--- src/rtl/mpsoc_dbg_syncreg_arb_pkg.sv ---
// Shared types and constants for the debug-status syncreg scheduler.
// Holds the requester count, id width, arbiter state encoding and the
// {id, status} nibble layout driven into the syncreg DATA_IN.
package mpsoc_dbg_pkg;

  localparam int NREQ  = 4;
  localparam int ID_W  = 2;
  localparam int ST_W  = 2;
  localparam int NIB_W = ID_W + ST_W;

  typedef enum logic [0:0] {
    ARB_IDLE = 1'b0,
    ARB_HOLD = 1'b1
  } arb_state_e;

  typedef struct packed {
    logic [ID_W-1:0] id;
    logic [ST_W-1:0] status;
  } arb_nibble_t;

  function automatic arb_nibble_t make_nibble(input logic [ID_W-1:0] id,
                                              input logic [ST_W-1:0] status);
    arb_nibble_t n;
    n.id     = id;
    n.status = status;
    return n;
  endfunction

endpackage

--- src/rtl/mpsoc_dbg_syncreg_arb_if.sv ---
// Status/handshake bundle between the debug status sources, the scheduler
// and the syncreg DATA_IN. master = source/observer side, slave = scheduler.
interface mpsoc_dbg_syncreg_arb_if;

  logic                                              EN;
  logic [mpsoc_dbg_pkg::NREQ*mpsoc_dbg_pkg::ST_W-1:0] REQ_STATUS;
  logic [mpsoc_dbg_pkg::NIB_W-1:0]                   SYNC_DATA;
  logic [mpsoc_dbg_pkg::NREQ-1:0]                    SENT;
  logic                                              BUSY;

  modport master (
    output EN,
    output REQ_STATUS,
    input  SYNC_DATA,
    input  SENT,
    input  BUSY
  );

  modport slave (
    input  EN,
    input  REQ_STATUS,
    output SYNC_DATA,
    output SENT,
    output BUSY
  );

endinterface

--- src/rtl/mpsoc_dbg_syncreg_arb_rr_pick.sv ---
// mpsoc_dbg_rr_pick: combinational 4-way round-robin picker.
// Scans requesters starting at i_rr and returns the first dirty one.
module mpsoc_dbg_rr_pick
  import mpsoc_dbg_pkg::*;
(
  input  logic [NREQ-1:0] i_dirty,
  input  logic [ID_W-1:0] i_rr,
  output logic            o_valid,
  output logic [ID_W-1:0] o_winner
);

  logic [ID_W-1:0] w_idx;

  // Walk from the farthest offset back to i_rr so the nearest dirty one wins.
  always_comb begin
    o_valid  = 1'b0;
    o_winner = i_rr;
    w_idx    = i_rr;
    for (int k = NREQ - 1; k >= 0; k--) begin
      w_idx = i_rr + ID_W'(k);
      if (i_dirty[w_idx]) begin
        o_valid  = 1'b1;
        o_winner = w_idx;
      end
    end
  end

endmodule

--- src/rtl/mpsoc_dbg_syncreg_arb.sv ---
// mpsoc_dbg_syncreg_arb: shares one 4-bit syncreg channel among four 2-bit
// status requesters. A requester whose live status differs from its shadow
// is dirty; one dirty requester at a time is picked, its {id, status} nibble
// is held on SYNC_DATA for HOLD_CYCLES cycles, then the shadow is updated.
// Optional build macro: MPSOC_DBG_SYNCREG_ARB_PRIO0_EN gives requester 0
// strict priority, the others round-robin among themselves.
//
// state    | meaning
// ---------+---------------------------------------------------------
// ARB_IDLE | waiting for EN and a dirty requester; SYNC_DATA held
// ARB_HOLD | nibble on SYNC_DATA, hold down-counter running to zero
module mpsoc_dbg_syncreg_arb
  import mpsoc_dbg_pkg::*;
#(
  parameter int HOLD_CYCLES = 8
)
(
  input  logic                     CLKA,
  input  logic                     RST,
  mpsoc_dbg_syncreg_arb_if.slave   bus
);

  localparam logic [0:0] S_IDLE    = ARB_IDLE;
  localparam logic [0:0] S_HOLD    = ARB_HOLD;
  localparam logic [7:0] HOLD_LOAD = 8'(HOLD_CYCLES - 1);

  if (HOLD_CYCLES < 2 || HOLD_CYCLES > 255) begin : g_bad_hold
    $error("HOLD_CYCLES must be in 2..255");
  end

  logic [0:0]           r_state;
  logic [7:0]           r_cnt;
  logic [ID_W-1:0]      r_rr;
  logic [ID_W-1:0]      r_cur_id;
  logic [ST_W-1:0]      r_sent_val;
  logic [NREQ*ST_W-1:0] r_shadow;
  logic [NIB_W-1:0]     r_sync_data;
  logic [NREQ-1:0]      r_sent;

  logic [NREQ-1:0]      w_dirty;
  logic [NREQ-1:0]      w_pick_dirty;
  logic                 w_pick_valid;
  logic [ID_W-1:0]      w_pick_winner;
  logic                 w_valid;
  logic [ID_W-1:0]      w_winner;
  logic [ST_W-1:0]      w_win_status;
  logic                 w_hold_done;

  // A requester is dirty while its live status differs from what was last sent.
  always_comb begin
    w_dirty = '0;
    for (int i = 0; i < NREQ; i++) begin
      w_dirty[i] = (bus.REQ_STATUS[i*ST_W +: ST_W] != r_shadow[i*ST_W +: ST_W]);
    end
  end

`ifdef MPSOC_DBG_SYNCREG_ARB_PRIO0_EN
  // Requester 0 is taken out of the ring; it pre-empts whatever the ring picks.
  assign w_pick_dirty = w_dirty & {{(NREQ-1){1'b1}}, 1'b0};
`else
  assign w_pick_dirty = w_dirty;
`endif

  mpsoc_dbg_rr_pick u_rr_pick (
    .i_dirty  (w_pick_dirty),
    .i_rr     (r_rr),
    .o_valid  (w_pick_valid),
    .o_winner (w_pick_winner)
  );

`ifdef MPSOC_DBG_SYNCREG_ARB_PRIO0_EN
  // Strict priority for requester 0 ahead of the ring result.
  always_comb begin
    w_valid  = w_pick_valid;
    w_winner = w_pick_winner;
    if (w_dirty[0]) begin
      w_valid  = 1'b1;
      w_winner = '0;
    end
  end
`else
  // Plain ring over all requesters.
  always_comb begin
    w_valid  = w_pick_valid;
    w_winner = w_pick_winner;
  end
`endif

  assign w_win_status = bus.REQ_STATUS[{w_winner, 1'b0} +: ST_W];
  assign w_hold_done  = (r_cnt == '0);

  // Arbiter FSM: issue a nibble from IDLE, count down the hold, retire in HOLD.
  always_ff @(posedge CLKA or posedge RST) begin
    if (RST) begin
      r_state     <= S_IDLE;
      r_cnt       <= '0;
      r_rr        <= '0;
      r_cur_id    <= '0;
      r_sent_val  <= '0;
      r_shadow    <= '0;
      r_sync_data <= '0;
      r_sent      <= '0;
    end else begin
      r_sent <= '0;
      if (r_state == S_IDLE) begin
        if (bus.EN && w_valid) begin
          r_sync_data <= make_nibble(w_winner, w_win_status);
          r_sent_val  <= w_win_status;
          r_cur_id    <= w_winner;
          r_cnt       <= HOLD_LOAD;
          r_state     <= S_HOLD;
        end
      end else begin
        if (w_hold_done) begin
          // Shadow takes what was actually sent, so a mid-hold change stays dirty.
          r_shadow[{r_cur_id, 1'b0} +: ST_W] <= r_sent_val;
          r_sent[r_cur_id]                   <= 1'b1;
`ifdef MPSOC_DBG_SYNCREG_ARB_PRIO0_EN
          if (r_cur_id != '0) begin
            r_rr <= r_cur_id + ID_W'(1);
          end
`else
          r_rr <= r_cur_id + ID_W'(1);
`endif
          r_state <= S_IDLE;
        end else begin
          r_cnt <= r_cnt - 8'd1;
        end
      end
    end
  end

  assign bus.SYNC_DATA = r_sync_data;
  assign bus.SENT      = r_sent;
  assign bus.BUSY      = (r_state == S_HOLD);

endmodule

--- src/flat_wrapper.sv ---
// flat-port wrapper written by rule: the top's interface ports become plain ports
module mpsoc_dbg_syncreg_arb_flat import mpsoc_dbg_pkg::*;
#(
  parameter int HOLD_CYCLES = 8
)
  (CLKA, RST, bus_EN, bus_REQ_STATUS, bus_SYNC_DATA, bus_SENT, bus_BUSY);
  mpsoc_dbg_syncreg_arb_if bus_i ();
  input  logic CLKA;
  input  logic RST;
  input wire logic [$bits(bus_i.EN)-1:0] bus_EN;
  input wire logic [$bits(bus_i.REQ_STATUS)-1:0] bus_REQ_STATUS;
  output wire logic [$bits(bus_i.SYNC_DATA)-1:0] bus_SYNC_DATA;
  output wire logic [$bits(bus_i.SENT)-1:0] bus_SENT;
  output wire logic [$bits(bus_i.BUSY)-1:0] bus_BUSY;
  assign bus_i.EN = bus_EN;
  assign bus_i.REQ_STATUS = bus_REQ_STATUS;
  assign bus_SYNC_DATA = bus_i.SYNC_DATA;
  assign bus_SENT = bus_i.SENT;
  assign bus_BUSY = bus_i.BUSY;
  mpsoc_dbg_syncreg_arb #(.HOLD_CYCLES(HOLD_CYCLES)) u_core (.CLKA(CLKA), .RST(RST), .bus(bus_i));
endmodule
--- config.mk ---
export PLATFORM = sky130hd
export DESIGN_NAME = mpsoc_dbg_syncreg_arb_flat
export DESIGN_NICKNAME = d
export VERILOG_FILES = /design/src/rtl/mpsoc_dbg_syncreg_arb_pkg.sv /design/src/rtl/mpsoc_dbg_syncreg_arb_if.sv /design/src/rtl/mpsoc_dbg_syncreg_arb_rr_pick.sv /design/src/rtl/mpsoc_dbg_syncreg_arb.sv /design/src/flat_wrapper.sv
export SDC_FILE = /design/constraint.sdc
export NUM_CORES = 1
export LEC_CHECK = 0
export ABC_AREA = 1
export BUFFER_PORTS_ARGS = -buffer_cell sky130_fd_sc_hd__buf_2
export CAP_MARGIN = 20
export CORE_MARGIN = 8
export CORE_UTILIZATION = 50
export DETAILED_ROUTE_END_ITERATION = 16
export PLACE_DENSITY_LB_ADDON = 0.2
export SYNTH_ARGS = -nofsm -noshare
export SYNTH_HDL_FRONTEND = slang
export SYNTH_HIERARCHICAL = 1
export SYNTH_SLANG_ARGS = --single-unit
--- constraint.sdc ---
create_clock -name CLKA -period 1.9 [get_ports CLKA]
set_clock_uncertainty 0.05 [all_clocks]
set_input_delay 0.38 -clock CLKA [delete_from_list [all_inputs] [get_ports CLKA]]
set_output_delay 0.38 -clock CLKA [all_outputs]
set_load 0.02 [all_outputs]
==> results.toml, run 1 <==
[timing]
finalMaxSlewViolations = 0
setup_violations = 1
fmax_mhz = 525
finalCritPeriodShare_pct = 100
worst_slew_pin_slew_ps = 452
finalHoldViolCount = 0
period_minus_slack_ps = 1910
rsz0062_at_grt = "true"
setup_tns_ps = -5.82
fin_ws_ps = -5.82
slew_headroom_pct = 69.9

[clock_tree]
htreeDepth = 1
holdBufCountCts = 0
clk_latency_ps = 320
cts_sinks = 27
path_clk_slew_ps = 140
cts_buffers = 3
clockBufferDepth = 2
cts_tree = "yes"
cts_root_buffer = "clkbuf_4"

[yosys]
synth_top_area_cell = "dfrtp_1"
synth_area_um2 = 1730
synth_area_per_cell_um2 = 7.16
ys_warn_count = 6
synthCells = 241
async_flop_share_pct = 100
dominantRegCellSynth = "dfrtp_1"
seq_area_frac_synth_pct = 39.2
yosysMostFrequentCell = "nand2_1"
ys_ff_latch = 27
synth-edff-count = 0
syn_nets = 258
synth_top_area_share_pct = 39.2
ys_top_cells_by_count = "nand2_1, inv_1, dfrtp_1"
synth_area_leaders = "dfrtp_1, nand2_1, inv_1"
synthDistinctLibCells = 28

[detailed_routing]
routed_wl_mm = 4.01
initialDrtViolationCount = 100
dr_total_vias = 1636
viasPerCell = 4.91
drtPass1Iterations = 4
drc = 0
wl_per_cell_um = 12.1
ant_nets = 0

[die]
core_um2 = 3340
dieWidth_um = 74.7
rows = 21
die_h_um = 74.7
ios = 20
die-area_um2 = 5590
start_util_pct = 51.7

[place]
dpl.hpwl_mm = 2.97
io_buffers = 19
post-place-ws_ps = -228
dp_cells = 322
gp_congestion = 0.874

[worst_setup_path]
cp.required_ps = 2090
cpMostUsedCell = "nand2_1"
crit_fanout = 4
endpoint_kind = "flop"
cp_slowest_cell = "dfrtp_1"
critPathArrivalTime_ps = 2100
crit_chain = "xnor2_1 > nand2_1 > nand2_1 > nand2_1 > nand2_1 > o21ai_0 > o21bai_1 > a21boi_2 > buf_4 > nor2_1 > o21ai_1 > a31oi_1"
critPathLaunchType = "flop"
critPathBufInv = 1
worst_path_largest_cell_delay_ps = 420
worstSetupPathType = "reg -> reg"
critPathTopFamily = "compound AO/OA/AOI/OAI gates"

[status]
outcome = "complete, but fails checks"
violations = "setup timing"

[finish]
drive_above_1_share_pct = 31.4
final_cells = 333
area.growth.synth_to_final_pct = 25.2
finalNetCount = 305
antenna_cells = 0

[grt]
antenna_found_initial = 0
grt_use_total_pct = 14.6
grt_pass1_wl_mm = 6.42
grt.overflow.total = 0
grt_pass1_vias = 1459
grt_max_degree = 28

[min_path]
min_path_type = "in -> async"

[power_and_ir_drop]
powerDensity_nw_per_um2 = 421
peakVddDrop_mv = 0.312
p_leak_nw = 1.17
p_total_uw = 910

[run]
cap_violations = 0
[metrics by stage]
stage	util, %	hold WS [ps]	area, um2
final	64.7	30.6	2160
after global routing	64.7	44.4	2160
after CTS	61.9	27.6	2070
after detailed placement	59.8	401	2000
after global placement	59.8	404	2000
after floorplan	-	383	1730
[final timing paths]
path	start	to	slack (ps)	cells past startpoint
max	u_core/r_shadow[6]	u_core/bus.SYNC_DATA[1]	-6	12
min	RST	u_core/r_cur_id[0]	30	3
max reg2reg	u_core/r_shadow[6]	u_core/bus.SYNC_DATA[1]	-6	12
min reg2reg	u_core/r_cnt[0]	u_core/r_cnt[0]	460	1
max in group asynchronous	RST	u_core/r_rr[0]	1500	3
min in group CLKA	bus_REQ_STATUS[2]	u_core/r_sent_val[0]	400	5
[logic make-up (layout without fill, tap and decap cells)]
group           Yosys count  in the layout  synth area share [%]
simple gates            134            134                  34.4
buf+inv                  37             83                  9.14
compound gates           29             29                  8.92
flops                    27             27                  39.2
xor+xnor                  8              8                  4.06
fa+ha+maj                 6              6                  4.35
[placed cells by master (no fill, tap or decap), types with 2 or more instances in the layout]
cell / count
nand2_1: 70
buf_4: 27
dfrtp_1: 26
inv_1: 24
buf_2: 19
nor2_1: 17
nand2_2: 11
nand3_1: 11
o21ai_0: 11
o21ai_1: 11
inv_2: 8
xnor2_1: 7
nand4_1: 6
ha_1: 6
nand3_2: 5
nor2_2: 4
clkbuf_4: 3
nor2_4: 3
nor3_1: 3
o21ai_2: 2
[flip-flops by register name (all words and copies together) (netlist names)]
register              flops
u_core/bus.SYNC_DATA      1
u_core/r_cnt              8
u_core/bus.BUSY           1
u_core/bus.SENT           4
u_core/r_shadow           8
u_core/r_sent_val         1
u_core/r_cur_id           2
u_core/r_rr               2
[cell type report]
cell class | instances | area, um2
sequential | 27 | 677
timing repair buffer | 46 | 298
fill | 306 | 1180
tap | 46 | 57.6
inverter | 33 | 126
clock inverter | 1 | 5.00
clock buffer | 3 | 22.5
multi-input combinational | 177 | 973
[what timing repair did]
| item | CTS | global route |
|---|---|---|
| pin swaps | 5 | 22 |
| setup buffers | 3 | 4 |
| gates resized for setup | 9 | 28 |
| endpoints found under the setup margin | 7 | 12 |
[metal layers]
metal	vias to the layer above	GRT usage [%]	part of all wire, %
li1	849	-	-
met1	739	20.1	47
met2	46	22.7	46
met3	2	3.06	6.1
met4	0	3.70	0.32
met5	-	0	0
[power breakdown]
group	switching, mW	internal (mW)	total, mW
clock network	0.162	0.0789	0.241
registers	0	0.575	0.575
logic	0.0532	0.0417	0.0950
[worst reg2reg max path, delay by kind of cell, from the launching register on]
family / cells / cell delay [ps]
flip-flops: 1 / 420
AND/OR/NAND/NOR: 5 / 410
XOR/XNOR: 1 / 160
AO/OA/AOI/OAI: 5 / 640
buffers and inverters: 1 / 140
Power figures use the tool's default switching activity.
==> run 2: changes to the inputs <==
CORE_UTILIZATION = 45   (was 50)
==> run 2 against run 1 <==
The flow still finishes with violations (setup timing); wire length rose by 1.5%; count of clock-buffer cells in the layout rose by 1; power rose by 10%; critical path type unchanged; largest cell class unchanged; highest routed layer unchanged.
==> results.toml, run 2 (synthesis results as in run 1) <==
[timing]
rsz0062_at_grt = "true"
setup_tns_ps = -7.94
worst_slew_pin_slew_ps = 445
finalCritPeriodShare_pct = 100
slew_headroom_pct = 70.3
fmax_mhz = 524
fin_ws_ps = -7.94
finalHoldViolCount = 0
finalMaxSlewViolations = 0
setup_violations = 1
period_minus_slack_ps = 1910

[detailed_routing]
viasPerCell = 4.84
drc = 0
routed_wl_mm = 4.08
dr_total_vias = 1582
initialDrtViolationCount = 83
ant_nets = 0
wl_per_cell_um = 12.5
drtPass1Iterations = 4

[finish]
layout_commonest_cell = "nand2_1"
fill_cells = 343
area.growth.synth_to_final_pct = 22.3
antenna_cells = 0
drive_above_1_share_pct = 25.4
fin_area_um2 = 2110
final_cells = 327
regArea_um2 = 677
multi_input_area_um2 = 960
finalNetCount = 297
layout_common_cells = "nand2_1, inv_1, dfrtp_1"

[clock_tree]
cts_sinks = 27
path_clk_slew_ps = 90
clk_latency_ps = 280
cts_root_buffer = "clkbuf_8"
cts_tree = "yes"
cts_buffers = 3
clockBufferDepth = 2
htreeDepth = 1

[die]
ios = 20
start_util_pct = 46.8
rows = 22
dieWidth_um = 77.9
die_h_um = 77.9
core_um2 = 3690
die-area_um2 = 6070

[place]
gp_congestion = 0.834
place_area_um2 = 1960
io_buffers = 19
dpl.hpwl_mm = 2.93
dp_cells = 319

[grt]
grt_pass1_vias = 1416
grt.overflow.total = 0
grt_max_degree = 28
antenna_found_initial = 0
grt_pass1_wl_mm = 6.71
grt_use_total_pct = 13.4

[power_and_ir_drop]
p_leak_nw = 1.15
peakVddDrop_mv = 0.574
p_total_mw = 1.00
powerDensity_nw_per_um2 = 475

[worst_setup_path]
cp.required_ps = 2070
crit_fanout = 5
worstSetupPathType = "reg -> reg"
critPathLaunchType = "flop"
endpoint_kind = "flop"
critPathArrivalTime_ps = 2070

[status]
violations = "setup timing"
outcome = "complete, but fails checks"

[min_path]
min_path_type = "in -> async"

[run]
cap_violations = 0
## run 2: cell types whose count changed in the layout (fill, tap and decap cells not counted), sizes merged
cell,before,now
clkinv,1,0
buf,46,38
clkbuf,3,4
## run 2: final timing paths
kind,from,end,slack [ps],depth (start not counted)
max in group asynchronous,RST,u_core/r_rr[0],1420,3
min in group CLKA,bus_REQ_STATUS[3],u_core/bus.SYNC_DATA[1],410,3
worst min-delay path,RST,u_core/bus.BUSY,90,3
worst max register to register,u_core/r_shadow[2],u_core/r_sent_val[0],-8,13
worst min register to register,u_core/r_cnt[0],u_core/r_cnt[0],430,1
worst max-delay path,u_core/r_shadow[2],u_core/r_sent_val[0],-8,13
## run 2: metal layers
layer / global-route usage (%) / routed length (um) / share of wire [%]
met1: 19.5 / 2100 / 52
met2: 18.8 / 1700 / 42
met3: 2.65 / 194 / 4.8
met4: 5.00 / 76 / 1.9
met5: 0 / 0 / 0
## run 2: timing repair
action | CTS | global route
endpoints found under the setup margin | 8 | 13
hold buffers | 0 | 0
setup buffers | 1 | 2
cloned | 0 | 1
gates resized for setup | 5 | 27
pin swaps | 4 | 18
## run 2: power by group
| part | switching, mW | internal (mW) |
|---|---|---|
| sequential | 0 | 0.574 |
| combinational | 0.0509 | 0.0379 |
| clock | 0.190 | 0.151 |
## run 2: cell type report
class	count	area share (%)
clock buffer	4	2.13
inverter	33	5.99
multi-input combinational	177	45.5
sequential	27	32.1
tap	48	2.85
timing repair buffer	38	11.5
## run 2: stage by stage
stage	setup slack (ps)	hold WS, ps	util [%]
2_1_floorplan	114	383	-
3_3_place_gp	-154	407	53.2
3_5_place_dp	-205	410	53.2
4_1_cts	0.0664	94.3	55.0
5_1_grt	-200	113	57.2
6_report	-7.94	89.4	57.2
## run 2: critical path, cell delays in order, from the launching register on
cell      delay, ps
dfrtp_1         410
xnor2_1         190
nand2_1          90
inv_2            90
nand2_4          60
nand3_4          90
nand2_1          70
o21bai_1        150
a21boi_1        120
buf_4           150
o21ai_0          90
o21ai_1         150
nand2_1          70
o21ai_1          70
